===== config.mk =====
export PLATFORM = sky130hd
export DESIGN_NAME = rr_req_arbiter_4
export DESIGN_NICKNAME = d
export VERILOG_FILES = /design/src/rtl/rr_req_arbiter_4.sv
export SDC_FILE = /design/constraint.sdc
export NUM_CORES = 1
export LEC_CHECK = 0
export CORE_MARGIN = 3
export CORE_UTILIZATION = 39
export DETAILED_ROUTE_END_ITERATION = 12
export GPL_TIMING_DRIVEN = 0
export HOLD_SLACK_MARGIN = 0.08
export PLACE_DENSITY = 0.71
export SETUP_SLACK_MARGIN = 0.15
export SLEW_MARGIN = 40
export SYNTH_ARGS = -nofsm -noshare
export SYNTH_HDL_FRONTEND = slang
export SYNTH_SLANG_ARGS = --single-unit

===== constraint.sdc =====
create_clock -name clk -period 1.68 [get_ports clk]
set_input_delay 0.252 -clock clk [delete_from_list [all_inputs] [get_ports clk]]
set_output_delay 0.252 -clock clk [all_outputs]
set_load 0.005 [all_outputs]

===== src/rtl/rr_req_arbiter_4.sv =====
// Four-requester round-robin arbiter with a registered one-hot grant.
// A grant is held until done, the owner's request drops, or MAX_HOLD cycles pass.
module rr_req_arbiter_4 #(
  parameter int unsigned MAX_HOLD = 16,
  parameter int unsigned PTR_INIT = 0
) (
  input  logic       clk,
  input  logic       rst,
  input  logic [3:0] req,
  input  logic       done,
  output logic [3:0] grant,
  output logic       grant_valid,
  output logic       timeout
);

  localparam int unsigned CNT_W = $clog2(MAX_HOLD + 1);
  localparam logic [CNT_W-1:0] HOLD_MAX = CNT_W'(MAX_HOLD);
  localparam logic [CNT_W-1:0] HOLD_ONE = CNT_W'(1);
  localparam logic [1:0]       PTR_RST  = 2'(PTR_INIT);

  typedef enum logic {
    IDLE  = 1'b0,
    GRANT = 1'b1
  } state_t;

  state_t           state_q, state_d;
  logic [1:0]       ptr_q, ptr_d;
  logic [1:0]       owner_q, owner_d;
  logic [3:0]       grant_q, grant_d;
  logic             grant_valid_q, grant_valid_d;
  logic             timeout_q, timeout_d;
  logic [CNT_W-1:0] hold_cnt_q, hold_cnt_d;

  logic       win_found;
  logic [1:0] win_idx;
  logic [1:0] scan_idx;
  logic       release_now;
  logic       hold_expired;

  // Rotating scan: ptr has highest priority, 2-bit index wraps 3 -> 0.
  always_comb begin
    win_found = 1'b0;
    win_idx   = ptr_q;
    scan_idx  = ptr_q;
    for (int k = 0; k < 4; k++) begin
      scan_idx = ptr_q + 2'(k);
      if (!win_found && req[scan_idx]) begin
        win_found = 1'b1;
        win_idx   = scan_idx;
      end
    end
  end

  assign hold_expired = (hold_cnt_q == HOLD_MAX);
  assign release_now  = done || !req[owner_q] || hold_expired;

  always_comb begin
    state_d       = state_q;
    ptr_d         = ptr_q;
    owner_d       = owner_q;
    grant_d       = grant_q;
    hold_cnt_d    = hold_cnt_q;
    timeout_d     = 1'b0;
    unique case (state_q)
      IDLE: begin
        grant_d = 4'b0000;
        if (win_found) begin
          owner_d    = win_idx;
          grant_d    = 4'(4'b0001 << win_idx);
          hold_cnt_d = HOLD_ONE;
          state_d    = GRANT;
        end
      end
      GRANT: begin
        if (release_now) begin
          // Timeout only flags a release that nothing else would have caused.
          timeout_d = hold_expired && !done && req[owner_q];
          grant_d   = 4'b0000;
          ptr_d     = owner_q + 2'd1;
          state_d   = IDLE;
        end else if (!hold_expired) begin
          hold_cnt_d = hold_cnt_q + HOLD_ONE;
        end
      end
      default: begin
        grant_d = 4'b0000;
        state_d = IDLE;
      end
    endcase
    grant_valid_d = |grant_d;
  end

  always_ff @(posedge clk or posedge rst) begin
    if (rst) begin
      state_q       <= IDLE;
      ptr_q         <= PTR_RST;
      owner_q       <= 2'd0;
      grant_q       <= 4'b0000;
      grant_valid_q <= 1'b0;
      timeout_q     <= 1'b0;
      hold_cnt_q    <= '0;
    end else begin
      state_q       <= state_d;
      ptr_q         <= ptr_d;
      owner_q       <= owner_d;
      grant_q       <= grant_d;
      grant_valid_q <= grant_valid_d;
      timeout_q     <= timeout_d;
      hold_cnt_q    <= hold_cnt_d;
    end
  end

  assign grant       = grant_q;
  assign grant_valid = grant_valid_q;
  assign timeout     = timeout_q;

endmodule


==> metrics, run 1 <==
run status completed; hold bufs inserted after CTS 0; Seq/Total Area, Yosys between 40% and 50%; TritonRoute pass-1 iters 4; DR vias around 660; fill count 177; mean area per synthesized cell around 11 um2; max_slew headroom 59.5%; Post-Synthesis Net Count 88; final max-slew violation count 0; maximum number of pins on one net before global-route repair 17; Yosys Warn Count 0; maxcap violations 0; maximum fanout along the worst path 10; distinct cell type count of the synthesized netlist 27; Floorplan Core Area around 2000 um2; Clock Sink Count 16; number of primary I/O pins 13; achievable clock frequency 642 MHz; Detailed Place HPWL ~1200 um; total grt overflow 0; met3 routed WL 65 um; first-pass GRT wire length 3110 um; number of synthesized register bits 16; post-detailed-route DRC marker count 0; effective utilization at floorplan 41.9%; clock tree from TritonCTS done; Worst Slack Setup Final ~120 ps; length of routed wiring on met1 around 820 um; largest incremental delay on the critical path 520 ps; most frequent standard cell in the layout excluding fill and tap cells sky130_fd_sc_hd__dfrtp_1; type of the setup path with the least slack flop to flop; final worst clock skew 2.05 ps; routability congestion estimate from global placement between 0.7 and 0.8; layout cell share with drive strength beyond 1 12.5%; critical path, cell by cell mux4_2 -> and4b_1 -> buf_6 -> or2_1; TritonCTS buffer count 3; Period minus WS final 1560 ps; post-place setup slack -263 ps; number of cell rows 16; die outline width about 52 um; drt initial violations 3; Pwr Density 1490 nW/um2; total global routing track utilization 15.5%; Layout area overhead 23.8%; origin of the critical flop-to-flop path owner_q[0]; # setup viols final 0; chip height 52.2 um; highest-count cells in the layout ignoring fill and taps sky130_fd_sc_hd__dfrtp_1 (16), sky130_fd_sc_hd__nand2_1 (10), sky130_fd_sc_hd__clkdlybuf4s50_1 (8); post-synthesis cell count 79; number of buffers between clock root and the deepest sink 2; Avg WL per Cell 13.9 um; worst-path cell with the longest stage delay sky130_fd_sc_hd__mux4_2; ANT nets after route 0; Data arrival, critical path 1730 ps; Max rail drop VDD roughly 0.96 mV; Hold Slack 330 ps; antenna violations before repair 0; Detail Route met2 WL 799 um; Top Metal Used met4; static leakage approximately 0.48 nW; setup repair after global routing missed its margin true; insertion delay to the later sink of the worst-skew pair 280 ps; average vias per placed instance around 5.4; Reg area 400 um2; R2R Setup Slk approximately 120 ps; PortBufs 12; Crit path required time 1850 ps; number of diodes added for antenna fixing 0; transition at the pin with the smallest max-transition slack 607 ps; Root Buffer sky130_fd_sc_hd__clkbuf_4; final routed wirelength across all metal layers 1710 um; clock-pin slew on the worst setup and hold paths 90 ps; number of levels the H-tree was split into 1; synthesized cell area 831 um2; number of failing hold endpoints at the final stage 0; vias in the first global route 701; kind of end point of the critical path flop; Period Utilization, post-route between 90% and 100%; Power Total around 1.5 mW; Tightest Hold Check Type input pin to async pin; category of the worst setup path launch point flop; die area 2720 um2; final core utilization between 50% and 60%; footprint of the multi-input gates 408 um2; Reg-to-Reg End state_q; count of nets after finishing about 110; Worst Reg2Reg Path Length in Cells 4
-- timing repair --
action,in CTS,in global routing
setup buffers,2,0
pin swaps,1,0
resized for setup,4,3
endpoints found under the hold margin,0,0
setup endpoints to repair,13,12
-- critical path: cells and delay by family (launching register included) --
family	cells	cell delay (ps)
buffers and inverters	1	140
DFF	1	380
and+or+nand+nor	2	400
muxes	1	520
-- report_power, final --
group,switching (mW),internal (mW),total [mW]
Combinational,0.310,0.354,0.664
Sequential,0.148,0.523,0.672
Clock,0.112,0.0832,0.195
Total,0.571,0.960,1.53
-- cell usage after synthesis --
cell type                   instances  area share (%)
sky130_fd_sc_hd__o41ai_1            1             1.1
sky130_fd_sc_hd__and4b_1            1             1.2
sky130_fd_sc_hd__or2_1              1            0.75
sky130_fd_sc_hd__nand4_1            2             1.5
sky130_fd_sc_hd__nor3_1             2             1.2
sky130_fd_sc_hd__nor2_1             3             1.4
sky130_fd_sc_hd__o21ai_0            5             3.0
sky130_fd_sc_hd__o31ai_2            1             1.5
sky130_fd_sc_hd__o221ai_1           1             1.1
sky130_fd_sc_hd__dfrtp_1           16              48
sky130_fd_sc_hd__mux2i_1            5             6.0
sky130_fd_sc_hd__xnor2_1            1             1.1
sky130_fd_sc_hd__nand2_1           10             4.5
sky130_fd_sc_hd__a22o_1             2             2.1
sky130_fd_sc_hd__buf_6              1             1.4
sky130_fd_sc_hd__inv_1              6             2.7
sky130_fd_sc_hd__nor3b_2            1             1.5
sky130_fd_sc_hd__ha_1               2             3.0
sky130_fd_sc_hd__nand3_1            2             1.2
sky130_fd_sc_hd__o221a_2            1             1.4
sky130_fd_sc_hd__nor2b_1            4             3.0
sky130_fd_sc_hd__a21oi_1            5             3.0
sky130_fd_sc_hd__mux4_2             1             2.7
sky130_fd_sc_hd__a21oi_2            1             1.1
sky130_fd_sc_hd__nand4bb_1          1             1.4
sky130_fd_sc_hd__a2111o_1           1             1.4
sky130_fd_sc_hd__a21o_1             2             1.8
-- stage by stage --
| stage | cell area [um2] | TNS (ps) | std cells |
|---|---|---|---|
| after floorplan | 831 | 0 | 79 |
| after global placement | 985 | -2520 | 118 |
| after detailed placement | 985 | -2920 | 118 |
| after CTS | 1020 | 0 | 123 |
| after global routing | 1030 | 0 | 123 |
| final | 1030 | 0 | 123 |
-- sequential cells by signal (all words and copies together), names as in the netlist --
name / flops
owner_q: 2
state_q: 1
hold_cnt_q: 5
ptr_q: 2
grant_valid: 1
timeout: 1
grant: 4
-- final cells by class --
cell class | count | share of cell area (%)
Sequential cell | 16 | 38.9
Inverter | 6 | 2.19
Clock buffer | 3 | 2.19
Multi-Input combinational cell | 56 | 39.7
Tap cell | 27 | 3.28
Timing Repair Buffer | 14 | 12.7
Buffer | 1 | 1.09
-- cell families (layout without fill, tap and decap cells) --
logic type / Yosys count / in the layout / share of synthesized area, %
buffers and inverters: 7 / 24 / 4.07
muxes: 6 / 6 / 8.73
AOI/OAI and AO/OA: 20 / 20 / 17.3
DFF: 16 / 16 / 48.2
adders and majority gates: 2 / 2 / 3.01
and+or+nand+nor: 27 / 27 / 17.6
xor gates and xnor gates: 1 / 1 / 1.05
-- how the worst max path moves through the flow --
stage / startpoint / endpoint / slack [ps] / cells past startpoint
detailed placement: req[3] / state_q / -260 / 5
CTS: owner_q[0] / state_q / 120 / 4
finish: owner_q[0] / state_q / 120 / 4
floorplan: owner_q[0] / state_q / 140 / 4
global placement: req[3] / state_q / -240 / 5
global route: owner_q[0] / state_q / 40 / 4
-- per-layer routing --
layer	vias to the layer above	global-route usage (%)
li1	319	-
met1	322	20.5
met2	18	24.7
met3	4	2.87
met4	0	6.38
met5	-	0
Power figures use the tool's default switching activity.
==> run 2, diff against run 1 <==
ABC_AREA = 0   (was not set)
==> results of run 2 <==
Final layout, timing and power as in run 1 (identical DEF).
==> run 3, diff against run 2 <==
PLACE_DENSITY = 0.73   (was 0.71)
clock period = 1.3 ns   (was 1.68 ns; I/O delays follow)
==> metrics, run 3 (synthesized netlist as in run 1, its figures left out) <==
run status complete, but fails checks; violated checks negative setup slack; critical path, cell by cell mux4_2 -> and4b_1 -> buf_6 -> or2_1; post-detailed-route DRC marker count 0 (unchanged); type of the setup path with the least slack flop to flop; total global routing track utilization 15.8% (+0.32 points); achievable clock frequency 622 MHz (-3.1%); vias in the first global route 687 (-2.0%); TritonRoute pass-1 iters 3 (-1); Tightest Hold Check Type input pin to async pin; category of the worst setup path launch point flop; clock tree from TritonCTS done; kind of end point of the critical path flop; first-pass GRT wire length 3130 um (+0.64%); Hold Slack 269 ps (-60.9 ps); PortBufs 12 (unchanged); effective utilization at floorplan 41.9% (unchanged); final core utilization 56.5% (+4.6 points); ANT nets after route 0 (unchanged); maximum number of pins on one net before global-route repair 17 (unchanged); Detail Route met2 WL 993 um (+24%); static leakage 0.542 nW (+14%); number of flip-flops under the largest register name 5 (unchanged); final max-slew violation count 0 (unchanged); count of nets after finishing 114 (+6.5%); final worst clock skew 2.28 ps (+0.229 ps); Period minus WS final 1610 ps (+50.3 ps); finished layout cell area 1120 um2 (+8.9%); met3 routed WL 79 um (+22%); chip height 52.2 um (unchanged); transition at the pin with the smallest max-transition slack 614 ps (+7.26 ps); worst-path cell with the longest stage delay sky130_fd_sc_hd__mux4_2; average vias per placed instance 5.42 (+0.61%); Pwr Density 1940 nW/um2 (+30%); post-place setup slack -579 ps (-316 ps); routability congestion estimate from global placement 0.765 (-1.9%); gate family responsible for the most delay along the worst path multiplexers; Max rail drop VDD 1.21 mV (+26%); register bank with the most flops hold_cnt_q; Worst Slack Setup Final -307 ps (-430 ps); number of diodes added for antenna fixing 0 (unchanged); Clock Sink Count 16 (unchanged); max_slew headroom 59.0% (-0.48 points); largest incremental delay on the critical path 550 ps (+30 ps); most frequent standard cell in the layout excluding fill and tap cells sky130_fd_sc_hd__dfrtp_1; layout cell share with drive strength beyond 1 29.1% (+17 points); number of buffers between clock root and the deepest sink 2 (unchanged); Layout area overhead 34.8%; antenna violations before repair 0 (unchanged); maxcap violations 0 (unchanged); DR vias 705 (+6.3%); Root Buffer sky130_fd_sc_hd__clkbuf_4; clock-pin slew on the worst setup and hold paths 90 ps (about the same); number of failing hold endpoints at the final stage 0 (unchanged); Detailed Place HPWL 1250 um (+1.6%); # setup viols final 14 (+14); crit path buf inv count 1 (unchanged); die area 2720 um2 (unchanged); total cell area at the placement stage 991 um2 (+0.64%); die outline width 52.2 um (unchanged); final routed wirelength across all metal layers 1960 um (+15%); number of cell rows 16 (unchanged); Period Utilization, post-route 124% (+31 points); length of routed wiring on met1 848 um (+3.7%); TritonCTS buffer count 3 (unchanged); number of primary I/O pins 13 (unchanged); insertion delay to the later sink of the worst-skew pair 290 ps (about the same); drt initial violations 4 (+1); setup repair after global routing missed its margin true; Floorplan Core Area 1980 um2 (unchanged); Top Metal Used met4; Power Total 2.17 mW (+42%); number of levels the H-tree was split into 1 (unchanged); total grt overflow 0 (unchanged); Avg WL per Cell 15.0 um (+8.4%); Data arrival, critical path 1790 ps (+60 ps); highest-count cells in the layout ignoring fill and taps sky130_fd_sc_hd__dfrtp_1 (14), sky130_fd_sc_hd__nand2_1 (10), sky130_fd_sc_hd__buf_4 (8); Crit path required time 1480 ps (-370 ps); maximum fanout along the worst path 5 (-5)
[run 3: final cells by class]
class / instances / area [um2]
plain buffers: 1 / 11.3
clock buffers: 3 / 22.5
inverters: 6 / 22.5
multi-input cells: 56 / 445
flip-flops and latches: 16 / 403
repair buffers: 21 / 181
fillers: 160 / 862
well taps: 27 / 33.8
[run 3: what timing repair did]
action	CTS	global route
setup endpoints to repair	22	20
cloned	0	1
hold buffers	0	0
setup buffers	4	4
resized for setup	15	15
pin swaps	2	5
[run 3: worst paths after layout]
check	endpoint	depth (start not counted)	slack [ps]	from
max	state_q	4	-310	owner_q[0]
min	grant[2]	2	270	rst
max reg2reg	state_q	4	-310	owner_q[0]
min reg2reg	hold_cnt_q[4]	1	480	hold_cnt_q[4]
max in group asynchronous	ptr_q[1]	2	600	rst
min in group clk	owner_q[0]	3	470	req[1]
[run 3: metrics by stage]
| stage | TNS, ps | cells |
|---|---|---|
| final | -3340 | 130 |
| after global routing | -4250 | 130 |
| after CTS | -2880 | 125 |
| after detailed placement | -7900 | 118 |
| after global placement | -7570 | 118 |
| after floorplan | -2300 | 79 |
[run 3: worst reg2reg max path, stage by stage (launching register included)]
cell	delay [ps]
sky130_fd_sc_hd__dfrtp_1	390
sky130_fd_sc_hd__mux4_2	550
sky130_fd_sc_hd__and4b_1	230
sky130_fd_sc_hd__buf_6	140
sky130_fd_sc_hd__or2_1	200
[run 3: where the power goes]
| part | internal (mW) | total (mW) | switching, mW | leakage [nW] |
|---|---|---|---|---|
| Clock | 0.108 | 0.267 | 0.160 | 0.0138 |
| Sequential | 0.683 | 0.870 | 0.188 | 0.201 |
| Combinational | 0.548 | 1.04 | 0.487 | 0.327 |
[run 3: metal layers]
metal / vias to the layer above / global-route usage [%]
li1: 333 / -
met1: 351 / 18.8
met2: 16 / 26.8
met3: 5 / 3.72
met4: 0 / 7.23
met5: - / 0
